**config.mk**
```make
export PLATFORM = sky130hd
export DESIGN_NAME = attribute_x2f_converter_flat
export DESIGN_NICKNAME = d
export VERILOG_FILES = /design/src/rtl/attribute_x2f_converter_if.sv /design/src/rtl/attribute_x2f_converter.sv /design/src/flat_wrapper.sv
export SDC_FILE = /design/constraint.sdc
export NUM_CORES = 2
export LEC_CHECK = 0
export ABC_AREA = 1
export CAP_MARGIN = 20
export CORE_MARGIN = 1.5
export CORE_UTILIZATION = 56
export CTS_CLUSTER_SIZE = 14
export DETAILED_ROUTE_END_ITERATION = 16
export PLACE_DENSITY = 0.9
export SLEW_MARGIN = 25
export SYNTH_ARGS = -nofsm -noshare
export SYNTH_HDL_FRONTEND = slang
export SYNTH_SLANG_ARGS = --single-unit
```
**constraint.sdc**
```tcl
create_clock -name aclk -period 3.2 [get_ports aclk]
set_input_delay 0.32 -clock aclk [delete_from_list [all_inputs] [get_ports aclk]]
set_output_delay 0.32 -clock aclk [all_outputs]
set_load 0.01 [all_outputs]
```
**src/rtl/attribute_x2f_converter_if.sv**
```systemverilog
// AXI-stream fragment bus for the fixed->float attribute converter.
// COLOR_WIDTH is SUB_PIXEL_WIDTH on the input side and 32 (float) on the output side.
interface attribute_x2f_converter_if #(
   parameter int INDEX_WIDTH      = 32,
   parameter int SCREEN_POS_WIDTH = 11,
   parameter int COLOR_WIDTH      = 8
);
   logic                        tvalid;
   logic                        tready;
   logic                        tlast;
   logic [SCREEN_POS_WIDTH-1:0] tspx;
   logic [SCREEN_POS_WIDTH-1:0] tspy;
   logic [INDEX_WIDTH-1:0]      tindex;
   logic [31:0]                 tdepth_z;
   logic [31:0]                 ttexture0_s;
   logic [31:0]                 ttexture0_t;
   logic [COLOR_WIDTH-1:0]      tcolor_r;
   logic [COLOR_WIDTH-1:0]      tcolor_g;
   logic [COLOR_WIDTH-1:0]      tcolor_b;
   logic [COLOR_WIDTH-1:0]      tcolor_a;

   modport master (
      output tvalid, tlast, tspx, tspy, tindex, tdepth_z, ttexture0_s, ttexture0_t,
             tcolor_r, tcolor_g, tcolor_b, tcolor_a,
      input  tready
   );

   modport slave (
      input  tvalid, tlast, tspx, tspy, tindex, tdepth_z, ttexture0_s, ttexture0_t,
             tcolor_r, tcolor_g, tcolor_b, tcolor_a,
      output tready
   );
endinterface

```
**src/rtl/attribute_x2f_converter.sv**
```systemverilog
// Fixed-point fragment attributes -> IEEE-754 singles, 3-stage LZC/normalize/pack pipeline.
// Define ATTRIB_X2F_ROUND_EN for round-to-nearest-even; otherwise the mantissa is truncated.
module attribute_x2f_lane #(
   parameter int FRAC     = 16,
   parameter bit SIGNED   = 1'b0,
   parameter bit IS_COLOR = 1'b0,
   parameter int COLOR_W  = 8
) (
   input  logic        clk,
   input  logic        reset,
   input  logic        ce,
   input  logic [31:0] v,
   output logic [31:0] f
);
   localparam logic [31:0] ONES  = (32'd1 << COLOR_W) - 32'd1;
   localparam logic [7:0]  EBASE = 8'(158 - FRAC);

   function automatic logic [5:0] lzc(input logic [31:0] x);
      lzc = 6'd32;
      for (int i = 0; i < 32; i++)
         if (x[i]) lzc = 6'(31 - i);
   endfunction

   logic        sign_n;
   logic [31:0] mag_n;
   logic        s1_sign, s1_one;
   logic [31:0] s1_mag;
   logic [5:0]  s1_lz;
   logic [7:0]  exp_n, exp_r;
   logic [22:0] mant_n;
   logic        s2_sign, s2_one, s2_zero;
   logic [7:0]  s2_exp;
   logic [22:0] s2_mant;

   // 32-bit negate of 0x80000000 yields 0x80000000, read unsigned as 2^31
   always_comb begin
      sign_n = SIGNED ? v[31] : 1'b0;
      mag_n  = sign_n ? (~v + 32'd1) : v;
   end

   always_ff @(posedge clk) begin
      if (reset) begin
         s1_sign <= 1'b0;
         s1_one  <= 1'b0;
         s1_mag  <= '0;
         s1_lz   <= '0;
      end else if (ce) begin
         s1_sign <= sign_n;
         s1_one  <= IS_COLOR && (v == ONES);
         s1_mag  <= mag_n;
         s1_lz   <= lzc(mag_n);
      end
   end

`ifdef ATTRIB_X2F_ROUND_EN
   logic [31:0] norm;
   logic        rnd;
   logic [23:0] mant_sum;

   always_comb begin
      norm     = s1_mag << s1_lz;
      exp_n    = EBASE - {2'b00, s1_lz};
      rnd      = norm[7] & ((|norm[6:0]) | norm[8]);
      mant_sum = {1'b0, norm[30:8]} + {23'd0, rnd};
      mant_n   = mant_sum[22:0];
      exp_r    = exp_n + {7'd0, mant_sum[23]};
   end
`else
   logic [31:8] norm;

   always_comb begin
      norm   = 24'((s1_mag << s1_lz) >> 8);
      exp_n  = EBASE - {2'b00, s1_lz};
      mant_n = norm[30:8];
      exp_r  = exp_n;
   end
`endif

   // norm[31] is set exactly when the magnitude is non-zero
   always_ff @(posedge clk) begin
      if (reset) begin
         s2_sign <= 1'b0;
         s2_one  <= 1'b0;
         s2_zero <= 1'b0;
         s2_exp  <= '0;
         s2_mant <= '0;
      end else if (ce) begin
         s2_sign <= s1_sign;
         s2_one  <= s1_one;
         s2_zero <= !norm[31];
         s2_exp  <= exp_r;
         s2_mant <= mant_n;
      end
   end

   always_ff @(posedge clk) begin
      if (reset)
         f <= '0;
      else if (ce)
         f <= s2_zero ? 32'h0000_0000 :
              s2_one  ? 32'h3F80_0000 : {s2_sign, s2_exp, s2_mant};
   end
endmodule

module attribute_x2f_converter #(
   parameter int INDEX_WIDTH      = 32,
   parameter int SCREEN_POS_WIDTH = 11,
   parameter int SUB_PIXEL_WIDTH  = 8,
   parameter int DEPTH_WIDTH      = 16,
   parameter int TEX_FRAC_BITS    = 15
) (
   input logic aclk,
   input logic reset,
   attribute_x2f_converter_if.slave  s_xtf,
   attribute_x2f_converter_if.master m_xtf
);
   localparam int NUM_LANES = 7;
   localparam int STAGES    = 3;

   typedef struct packed {
      logic                        tlast;
      logic [SCREEN_POS_WIDTH-1:0] spx;
      logic [SCREEN_POS_WIDTH-1:0] spy;
      logic [INDEX_WIDTH-1:0]      index;
   } sb_t;

   logic                            ce;
   logic [STAGES:1]                 vld_pipe;
   sb_t                             sb_in;
   sb_t [STAGES:1]                  sb_pipe;
   logic [NUM_LANES-1:0][31:0]      lane_in, lane_out;

   // Stalls only when the output holds a fragment nobody takes; bubbles are kept
   assign ce           = !vld_pipe[STAGES] | m_xtf.tready;
   assign s_xtf.tready = ce & !reset;

   always_comb begin
      sb_in       = '{tlast: s_xtf.tlast, spx: s_xtf.tspx, spy: s_xtf.tspy, index: s_xtf.tindex};
      lane_in[0]  = s_xtf.tdepth_z;
      lane_in[1]  = s_xtf.ttexture0_s;
      lane_in[2]  = s_xtf.ttexture0_t;
      lane_in[3]  = 32'(s_xtf.tcolor_r);
      lane_in[4]  = 32'(s_xtf.tcolor_g);
      lane_in[5]  = 32'(s_xtf.tcolor_b);
      lane_in[6]  = 32'(s_xtf.tcolor_a);
   end

   always_ff @(posedge aclk) begin
      if (reset) begin
         vld_pipe <= '0;
         sb_pipe  <= '0;
      end else if (ce) begin
         vld_pipe <= {vld_pipe[STAGES-1:1], s_xtf.tvalid};
         sb_pipe  <= {sb_pipe[STAGES-1:1], sb_in};
      end
   end

   // lane 0: depth, 1-2: texture S/T (signed), 3-6: RGBA
   for (genvar i = 0; i < NUM_LANES; i++) begin : g_lane
      attribute_x2f_lane #(
         .FRAC     (i == 0 ? DEPTH_WIDTH : (i < 3 ? TEX_FRAC_BITS : SUB_PIXEL_WIDTH)),
         .SIGNED   (i == 1 || i == 2),
         .IS_COLOR (i >= 3),
         .COLOR_W  (SUB_PIXEL_WIDTH)
      ) u_lane (
         .clk   (aclk),
         .reset (reset),
         .ce    (ce),
         .v     (lane_in[i]),
         .f     (lane_out[i])
      );
   end

   assign m_xtf.tvalid      = vld_pipe[STAGES];
   assign m_xtf.tlast       = sb_pipe[STAGES].tlast;
   assign m_xtf.tspx        = sb_pipe[STAGES].spx;
   assign m_xtf.tspy        = sb_pipe[STAGES].spy;
   assign m_xtf.tindex      = sb_pipe[STAGES].index;
   assign m_xtf.tdepth_z    = lane_out[0];
   assign m_xtf.ttexture0_s = lane_out[1];
   assign m_xtf.ttexture0_t = lane_out[2];
   assign m_xtf.tcolor_r    = lane_out[3];
   assign m_xtf.tcolor_g    = lane_out[4];
   assign m_xtf.tcolor_b    = lane_out[5];
   assign m_xtf.tcolor_a    = lane_out[6];
endmodule

```
**src/flat_wrapper.sv**
```systemverilog
// flat-port wrapper written by rule: the top's interface ports become plain ports
module attribute_x2f_converter_flat 
#(
   parameter int INDEX_WIDTH      = 32,
   parameter int SCREEN_POS_WIDTH = 11,
   parameter int SUB_PIXEL_WIDTH  = 8,
   parameter int DEPTH_WIDTH      = 16,
   parameter int TEX_FRAC_BITS    = 15
)
  (aclk, reset, s_xtf_tvalid, s_xtf_tlast, s_xtf_tspx, s_xtf_tspy, s_xtf_tindex, s_xtf_tdepth_z, s_xtf_ttexture0_s, s_xtf_ttexture0_t, s_xtf_tcolor_r, s_xtf_tcolor_g, s_xtf_tcolor_b, s_xtf_tcolor_a, s_xtf_tready, m_xtf_tvalid, m_xtf_tlast, m_xtf_tspx, m_xtf_tspy, m_xtf_tindex, m_xtf_tdepth_z, m_xtf_ttexture0_s, m_xtf_ttexture0_t, m_xtf_tcolor_r, m_xtf_tcolor_g, m_xtf_tcolor_b, m_xtf_tcolor_a, m_xtf_tready);
  attribute_x2f_converter_if #(.INDEX_WIDTH(INDEX_WIDTH), .SCREEN_POS_WIDTH(SCREEN_POS_WIDTH), .COLOR_WIDTH(8)) s_xtf_i ();
  attribute_x2f_converter_if #(.INDEX_WIDTH(INDEX_WIDTH), .SCREEN_POS_WIDTH(SCREEN_POS_WIDTH), .COLOR_WIDTH(32)) m_xtf_i ();
  input logic aclk;
  input logic reset;
  input wire logic [$bits(s_xtf_i.tvalid)-1:0] s_xtf_tvalid;
  input wire logic [$bits(s_xtf_i.tlast)-1:0] s_xtf_tlast;
  input wire logic [$bits(s_xtf_i.tspx)-1:0] s_xtf_tspx;
  input wire logic [$bits(s_xtf_i.tspy)-1:0] s_xtf_tspy;
  input wire logic [$bits(s_xtf_i.tindex)-1:0] s_xtf_tindex;
  input wire logic [$bits(s_xtf_i.tdepth_z)-1:0] s_xtf_tdepth_z;
  input wire logic [$bits(s_xtf_i.ttexture0_s)-1:0] s_xtf_ttexture0_s;
  input wire logic [$bits(s_xtf_i.ttexture0_t)-1:0] s_xtf_ttexture0_t;
  input wire logic [$bits(s_xtf_i.tcolor_r)-1:0] s_xtf_tcolor_r;
  input wire logic [$bits(s_xtf_i.tcolor_g)-1:0] s_xtf_tcolor_g;
  input wire logic [$bits(s_xtf_i.tcolor_b)-1:0] s_xtf_tcolor_b;
  input wire logic [$bits(s_xtf_i.tcolor_a)-1:0] s_xtf_tcolor_a;
  output wire logic [$bits(s_xtf_i.tready)-1:0] s_xtf_tready;
  output wire logic [$bits(m_xtf_i.tvalid)-1:0] m_xtf_tvalid;
  output wire logic [$bits(m_xtf_i.tlast)-1:0] m_xtf_tlast;
  output wire logic [$bits(m_xtf_i.tspx)-1:0] m_xtf_tspx;
  output wire logic [$bits(m_xtf_i.tspy)-1:0] m_xtf_tspy;
  output wire logic [$bits(m_xtf_i.tindex)-1:0] m_xtf_tindex;
  output wire logic [$bits(m_xtf_i.tdepth_z)-1:0] m_xtf_tdepth_z;
  output wire logic [$bits(m_xtf_i.ttexture0_s)-1:0] m_xtf_ttexture0_s;
  output wire logic [$bits(m_xtf_i.ttexture0_t)-1:0] m_xtf_ttexture0_t;
  output wire logic [$bits(m_xtf_i.tcolor_r)-1:0] m_xtf_tcolor_r;
  output wire logic [$bits(m_xtf_i.tcolor_g)-1:0] m_xtf_tcolor_g;
  output wire logic [$bits(m_xtf_i.tcolor_b)-1:0] m_xtf_tcolor_b;
  output wire logic [$bits(m_xtf_i.tcolor_a)-1:0] m_xtf_tcolor_a;
  input wire logic [$bits(m_xtf_i.tready)-1:0] m_xtf_tready;
  assign s_xtf_i.tvalid = s_xtf_tvalid;
  assign s_xtf_i.tlast = s_xtf_tlast;
  assign s_xtf_i.tspx = s_xtf_tspx;
  assign s_xtf_i.tspy = s_xtf_tspy;
  assign s_xtf_i.tindex = s_xtf_tindex;
  assign s_xtf_i.tdepth_z = s_xtf_tdepth_z;
  assign s_xtf_i.ttexture0_s = s_xtf_ttexture0_s;
  assign s_xtf_i.ttexture0_t = s_xtf_ttexture0_t;
  assign s_xtf_i.tcolor_r = s_xtf_tcolor_r;
  assign s_xtf_i.tcolor_g = s_xtf_tcolor_g;
  assign s_xtf_i.tcolor_b = s_xtf_tcolor_b;
  assign s_xtf_i.tcolor_a = s_xtf_tcolor_a;
  assign s_xtf_tready = s_xtf_i.tready;
  assign m_xtf_tvalid = m_xtf_i.tvalid;
  assign m_xtf_tlast = m_xtf_i.tlast;
  assign m_xtf_tspx = m_xtf_i.tspx;
  assign m_xtf_tspy = m_xtf_i.tspy;
  assign m_xtf_tindex = m_xtf_i.tindex;
  assign m_xtf_tdepth_z = m_xtf_i.tdepth_z;
  assign m_xtf_ttexture0_s = m_xtf_i.ttexture0_s;
  assign m_xtf_ttexture0_t = m_xtf_i.ttexture0_t;
  assign m_xtf_tcolor_r = m_xtf_i.tcolor_r;
  assign m_xtf_tcolor_g = m_xtf_i.tcolor_g;
  assign m_xtf_tcolor_b = m_xtf_i.tcolor_b;
  assign m_xtf_tcolor_a = m_xtf_i.tcolor_a;
  assign m_xtf_i.tready = m_xtf_tready;
  attribute_x2f_converter #(.INDEX_WIDTH(INDEX_WIDTH), .SCREEN_POS_WIDTH(SCREEN_POS_WIDTH), .SUB_PIXEL_WIDTH(SUB_PIXEL_WIDTH), .DEPTH_WIDTH(DEPTH_WIDTH), .TEX_FRAC_BITS(TEX_FRAC_BITS)) u_core (.aclk(aclk), .reset(reset), .s_xtf(s_xtf_i), .m_xtf(m_xtf_i));
endmodule
```
# Word level (Yosys, flattened, before mapping)
# Index checks and enable logic that the tools add are counted.
# Widths: inputs -> output; s select.
# totals
ff_bits	798
wordCells	241
# op_classes
n_eq_ne	4
n_reduce_logical	9
mux	141
n_shift	7
add_sub_neg	9
bitwise_logic	4
# ops
operator	count
$mux 6	128
$mux 31	9
$mux 32	4
$shl 8x6->32	4
$shl 32x6->32	3
$add 32x1->32 const B	2
$not 32->32	2
$sub 8x6->8 const A	7
$eq 8x8->1 const B	4
$logic_not 1->1	9
$and 1x1->1	1
$or 1x1->1	1

# Logic depth before layout (Yosys ltp)
# logic_depth
word_depth	35
ltp_mapped	36
depth_no_buf	36

# Hierarchy
# Synthesis repeated with hierarchy kept, for this count alone.
# hier_totals
hier_cells	7241
hier_area_um2	47175.2
# by_module_without_submodules
mod	cells_per_inst	area_each_um2	n_inst
attribute_x2f_lane at u_core.g_lane[3].u_lane ...	830	5401.4	4
attribute_x2f_converter	1138	7538.5	1
attribute_x2f_lane at u_core.g_lane[2].u_lane	970	6341.1	1
attribute_x2f_lane at u_core.g_lane[1].u_lane	976	6307.3	1
attribute_x2f_lane at u_core.g_lane[0].u_lane	837	5382.7	1

# Worst setup path after synthesis
# No wires, ideal clock.
# synth_timing
kind	input to register
from	input port s_xtf_ttexture0_s[0]
to	register u_core.g_lane[1].u_lane.s1_lz[4]
path_stages	20
setup_ns	0.070
required_time_ns	3.130
slack_ns	0.606
arrival_ns	2.523
n_path_buf	0
path_cell_list	inv_1 -> ha_1 -> nand3_2 -> nor3_2 -> nand3_1 -> inv_1 -> nand3_1 -> nand2_1 -> o21ai_2 -> a21oi_2 -> nand2_1 -> nor2_1 -> o21ai_0 -> xor2_1 -> nand2_1 -> nor2_1 -> nand2_1 -> nor3_1 -> nand2_1 -> a21oi_1
# synth_between
elab_chain_cells	35
# synth_lines
item	line	rtl
from (decl)	flat_wrapper.sv:21	input wire logic [$bits(s_xtf_i.ttexture0_s)-1:0] s_xtf_ttexture0_s;
$not 32->32	attribute_x2f_converter.sv:38	mag_n = sign_n ? (~v + 32'd1) : v;
$add 32x1->32	attribute_x2f_converter.sv:38	
$mux 32 (*)	attribute_x2f_converter.sv:38	
$mux 6 (31 in a row)	attribute_x2f_converter.sv:21	if (x[i]) lzc = 6'(31 - i);
$mux 6 (*)	attribute_x2f_converter.sv:21	
to (signal assigned)	attribute_x2f_converter.sv:51	s1_lz <= lzc(mag_n);
to (decl)	attribute_x2f_converter.sv:28	logic [5:0] s1_lz;
# Mark *: on every way between the ends. The rest lies on a longest branch, timed or not.
# A chain may end at the register's enable or synchronous reset.

# Worst setup path after layout
# layout_timing
from	register u_core.vld_pipe[3] (netlist bit)
to	register u_core.g_lane[6].u_lane.f[26]
# layout_between
elab_chain_cells	2
# layout_lines
item	line	rtl
from (decl)	attribute_x2f_converter.sv:128	logic [STAGES:1] vld_pipe;
from (signal assigned)	attribute_x2f_converter.sv:153	vld_pipe <= {vld_pipe[STAGES-1:1], s_xtf.tvalid};
$logic_not 1->1	attribute_x2f_converter.sv:134	assign ce = !vld_pipe[STAGES] | m_xtf.tready;
$or 1x1->1	attribute_x2f_converter.sv:134	
to (signal assigned)	attribute_x2f_converter.sv:100	f <= s2_zero ? 32'h0000_0000 :
to (decl)	attribute_x2f_converter.sv:13	output logic [31:0] f
# Every way passes these cells.

==> out/qor.yml <==
run_status:
  outcome: "completed"
synthesis:
  yosysSeqAreaShare: 0.4412
  ys_types: 60
  synthFlopType: "dfxtp_1"
  synth_area_per_cell_um2: 7.108
  postSynth.asyncResetShare: 0
  synth_enable_flop_cells: 0
  synth-seq-cells: 789
  synth_top_area_share: 0.4412
  syn_area_mm2: 0.03580
  netlist_instances: 5036
  synth.area.top_cells: "dfxtp_1 44%, nand2_1 12%, o21ai_0 8.1%"
  ys_warn_count: 0
  yosysMostFrequentCell: "nand2_1"
  yosysTopAreaCell: "dfxtp_1"
  synthTopCellsByCount: "1106 x nand2_1, 789 x dfxtp_1, 577 x o21ai_0"
final_layout:
  fill_cells: 4881
  final_nets: 5504
  final_cells: 6217
  multi_input_area_mm2: 0.01627
  syn2layout_area_growth_pct: 22.12
  regArea_mm2: 0.01580
  drive_gt1_frac: 0.06038
timing:
  finalCriticalPeriod_ps: 2770
  rsz0062_at_grt: "no"
  finalCritPeriodShare: 0.8655
  tightest_slew_ps: 974.6
  finalSetupTns_ps: 0
  fin_worst_skew_ps: 35.78
  relSlewSlack: 0.3502
  final.setup.worst_slack_ps: 430.4
  fmax_mhz: 361.1
  setup-violations-final: 0
  finalMaxSlewViolations: 0
  hold_violations: 0
global_route:
  antenna_found_initial: 4
  grt_use_met2: 0.5329
  grt_start_max_net_pins: 192
  grt_pass1_wl_um: 177100
  track_usage: 0.3269
  first_global_vias: 33390
  grt_util_met3: 0.07833
  busiest_layer: "met2"
  gr-total-overflow: 0
  grt_use_met1: 0.4181
clock_network:
  cts_buffer_depth: 3
  cts_buffers: 81
  hold_buffers: 1
  cts_tree: "yes"
  clock_latency_ps: 650
  ctsResizeCount: 0
  cts_setup_buffers: 0
  htree_levels: 3
  root_buffer: "clkbuf_16"
  cts_sinks: 789
  path_clk_slew_ps: 60
placed_design:
  gp_congestion: 0.9733
  hpwl_um: 73740
  post-place-ws_ps: -149.0
  dp_cells: 6059
  portBuffers: 462
floorplan:
  io_pins: 468
  core_area_mm2: 0.06308
  start_util: 0.5675
  die_x_um: 255.8
  fp-row-count: 92
  die_area_mm2: 0.06545
  die_h_um: 255.8
power_and_ir_drop:
  ir_drop_uv: 607.2
  leakage_nw: 18.42
  power_w: 0.02407
  power.density_mw_per_mm2: 550.5
critical_path:
  crit_required_ps: 3760
  arrival_ps: 3330
  worstPathMaxFanout: 191
  crit_path_end_kind: "flop"
  worstSetupStartpointType: "flop"
  critPathKind: "reg2reg"
detailed_routing:
  drtAntennaViolNets: 0
  viasPerCell: 5.696
  wl_per_cell_um: 17.80
  drcViolationCount: 0
  dr.pass1.iters: 9
  drt-initial-drc-count: 3753
  finalWirelength_um: 110700
  vias: 35410
job:
  max-cap-violations: 0
hold_path:
  worstHoldPathType: "in2reg"
## stage by stage
| step | hold WS [ps] | util | instance area (um2) |
|---|---|---|---|
| after floorplan | 417.1 | - | 35810 |
| after global placement | 424.2 | 0.6458 | 40740 |
| after detailed placement | 429.3 | 0.6458 | 40740 |
| after CTS | 207.7 | 0.6923 | 43670 |
| after global routing | 251.2 | 0.6929 | 43710 |
| final | 231.2 | 0.6930 | 43720 |
## worst max-delay path: stages, from the launching register on
cell and delay [ps]:
dfxtp_1 450, inv_1 110, nor2_4 390, buf_4 290, buf_12 570, buf_4 450, nand3_1 140, o21ai_0 130
## registers in the layout (all words and copies together) (netlist names), 11 cells and up
signal / cells
u_core.g_lane.u_lane.f: 219
u_core.g_lane.u_lane.s2_mant: 161
u_core.g_lane.u_lane.s1_mag: 128
u_core.sb_pipe: 110
u_core.g_lane.u_lane.s2_exp: 56
u_core.g_lane.u_lane.s1_lz: 38
u_core.m_xtf.tindex: 32
u_core.m_xtf.tspx: 11
u_core.m_xtf.tspy: 11
## final cells by class
| type | instances | area share |
|---|---|---|
| multi-input combinational | 3307 | 0.3721 |
| clock buffer | 113 | 0.05301 |
| inverter | 547 | 0.04731 |
| antenna | 5 | 0.0002862 |
| tap | 846 | 0.02421 |
| sequential | 789 | 0.3613 |
| clock inverter | 38 | 0.01397 |
| timing repair buffer | 572 | 0.1278 |
## cell families after synthesis
| logic type | Yosys count | share of synthesized area |
|---|---|---|
| AOI/OAI and AO/OA | 1120 | 0.1758 |
| xor gates and xnor gates | 47 | 0.01255 |
| adders and majority gates | 19 | 0.006641 |
| buffers and inverters | 944 | 0.1055 |
| DFF | 789 | 0.4412 |
| muxes | 48 | 0.01342 |
| other | 1 | 0.0001048 |
| and+or+nand+nor | 2068 | 0.2448 |
## layer usage
metal | wire length, um | up-vias
met5 | 0 | -
met4 | 3889 | 0
met3 | 10580 | 263
met2 | 50880 | 1653
met1 | 45300 | 16450
li1 | - | 17050
## where the power goes
| part | total, W | leakage (nW) | switching [W] | internal [W] |
|---|---|---|---|---|
| Clock | 0.0102 | 1.43 | 0.00419 | 0.00597 |
| Sequential | 0.0107 | 6.47 | 0.000326 | 0.0103 |
| Combinational | 0.00324 | 10.5 | 0.00202 | 0.00122 |
## path summary, 6_finish.rpt
kind / from / to / slack, ps / cells past startpoint
max reg2reg: u_core.vld_pipe[3]$_SDFFE_PP0N_ / u_core.g_lane[6].u_lane.f[26]$_SDFFE_PP0N_ / 430 / 7
max: u_core.vld_pipe[3]$_SDFFE_PP0N_ / u_core.g_lane[6].u_lane.f[26]$_SDFFE_PP0N_ / 430 / 7
min reg2reg: u_core.g_lane[3].u_lane.s2_mant[12]$_SDFFE_PP0N_ / u_core.g_lane[3].u_lane.s2_mant[12]$_SDFFE_PP0N_ / 440 / 2
min: s_xtf_tspy[6] / u_core.sb_pipe[38]$_SDFFE_PP0N_ / 230 / 3
## layout by cell type, fill, tap and decap left out, types with 12 or more instances in the layout
| master | n |
|---|---|
| clkbuf_1 | 15 |
| o31ai_1 | 12 |
| nor4_1 | 13 |
| buf_4 | 99 |
| nand2_1 | 1105 |
| nand4_1 | 19 |
| ha_1 | 19 |
| nor2_1 | 287 |
| o21ai_0 | 577 |
| o22ai_1 | 89 |
| mux2i_1 | 48 |
| a21oi_1 | 252 |
| o211ai_1 | 83 |
| inv_1 | 531 |
| clkinv_2 | 15 |
| dfxtp_1 | 789 |
| or2_2 | 29 |
| nor3_1 | 56 |
| a31oi_1 | 21 |
| xor2_1 | 33 |
| clkbuf_16 | 81 |
| clkbuf_8 | 17 |
| clkdlybuf4s50_1 | 461 |
| nand3_1 | 530 |
Power figures use the tool's default switching activity.
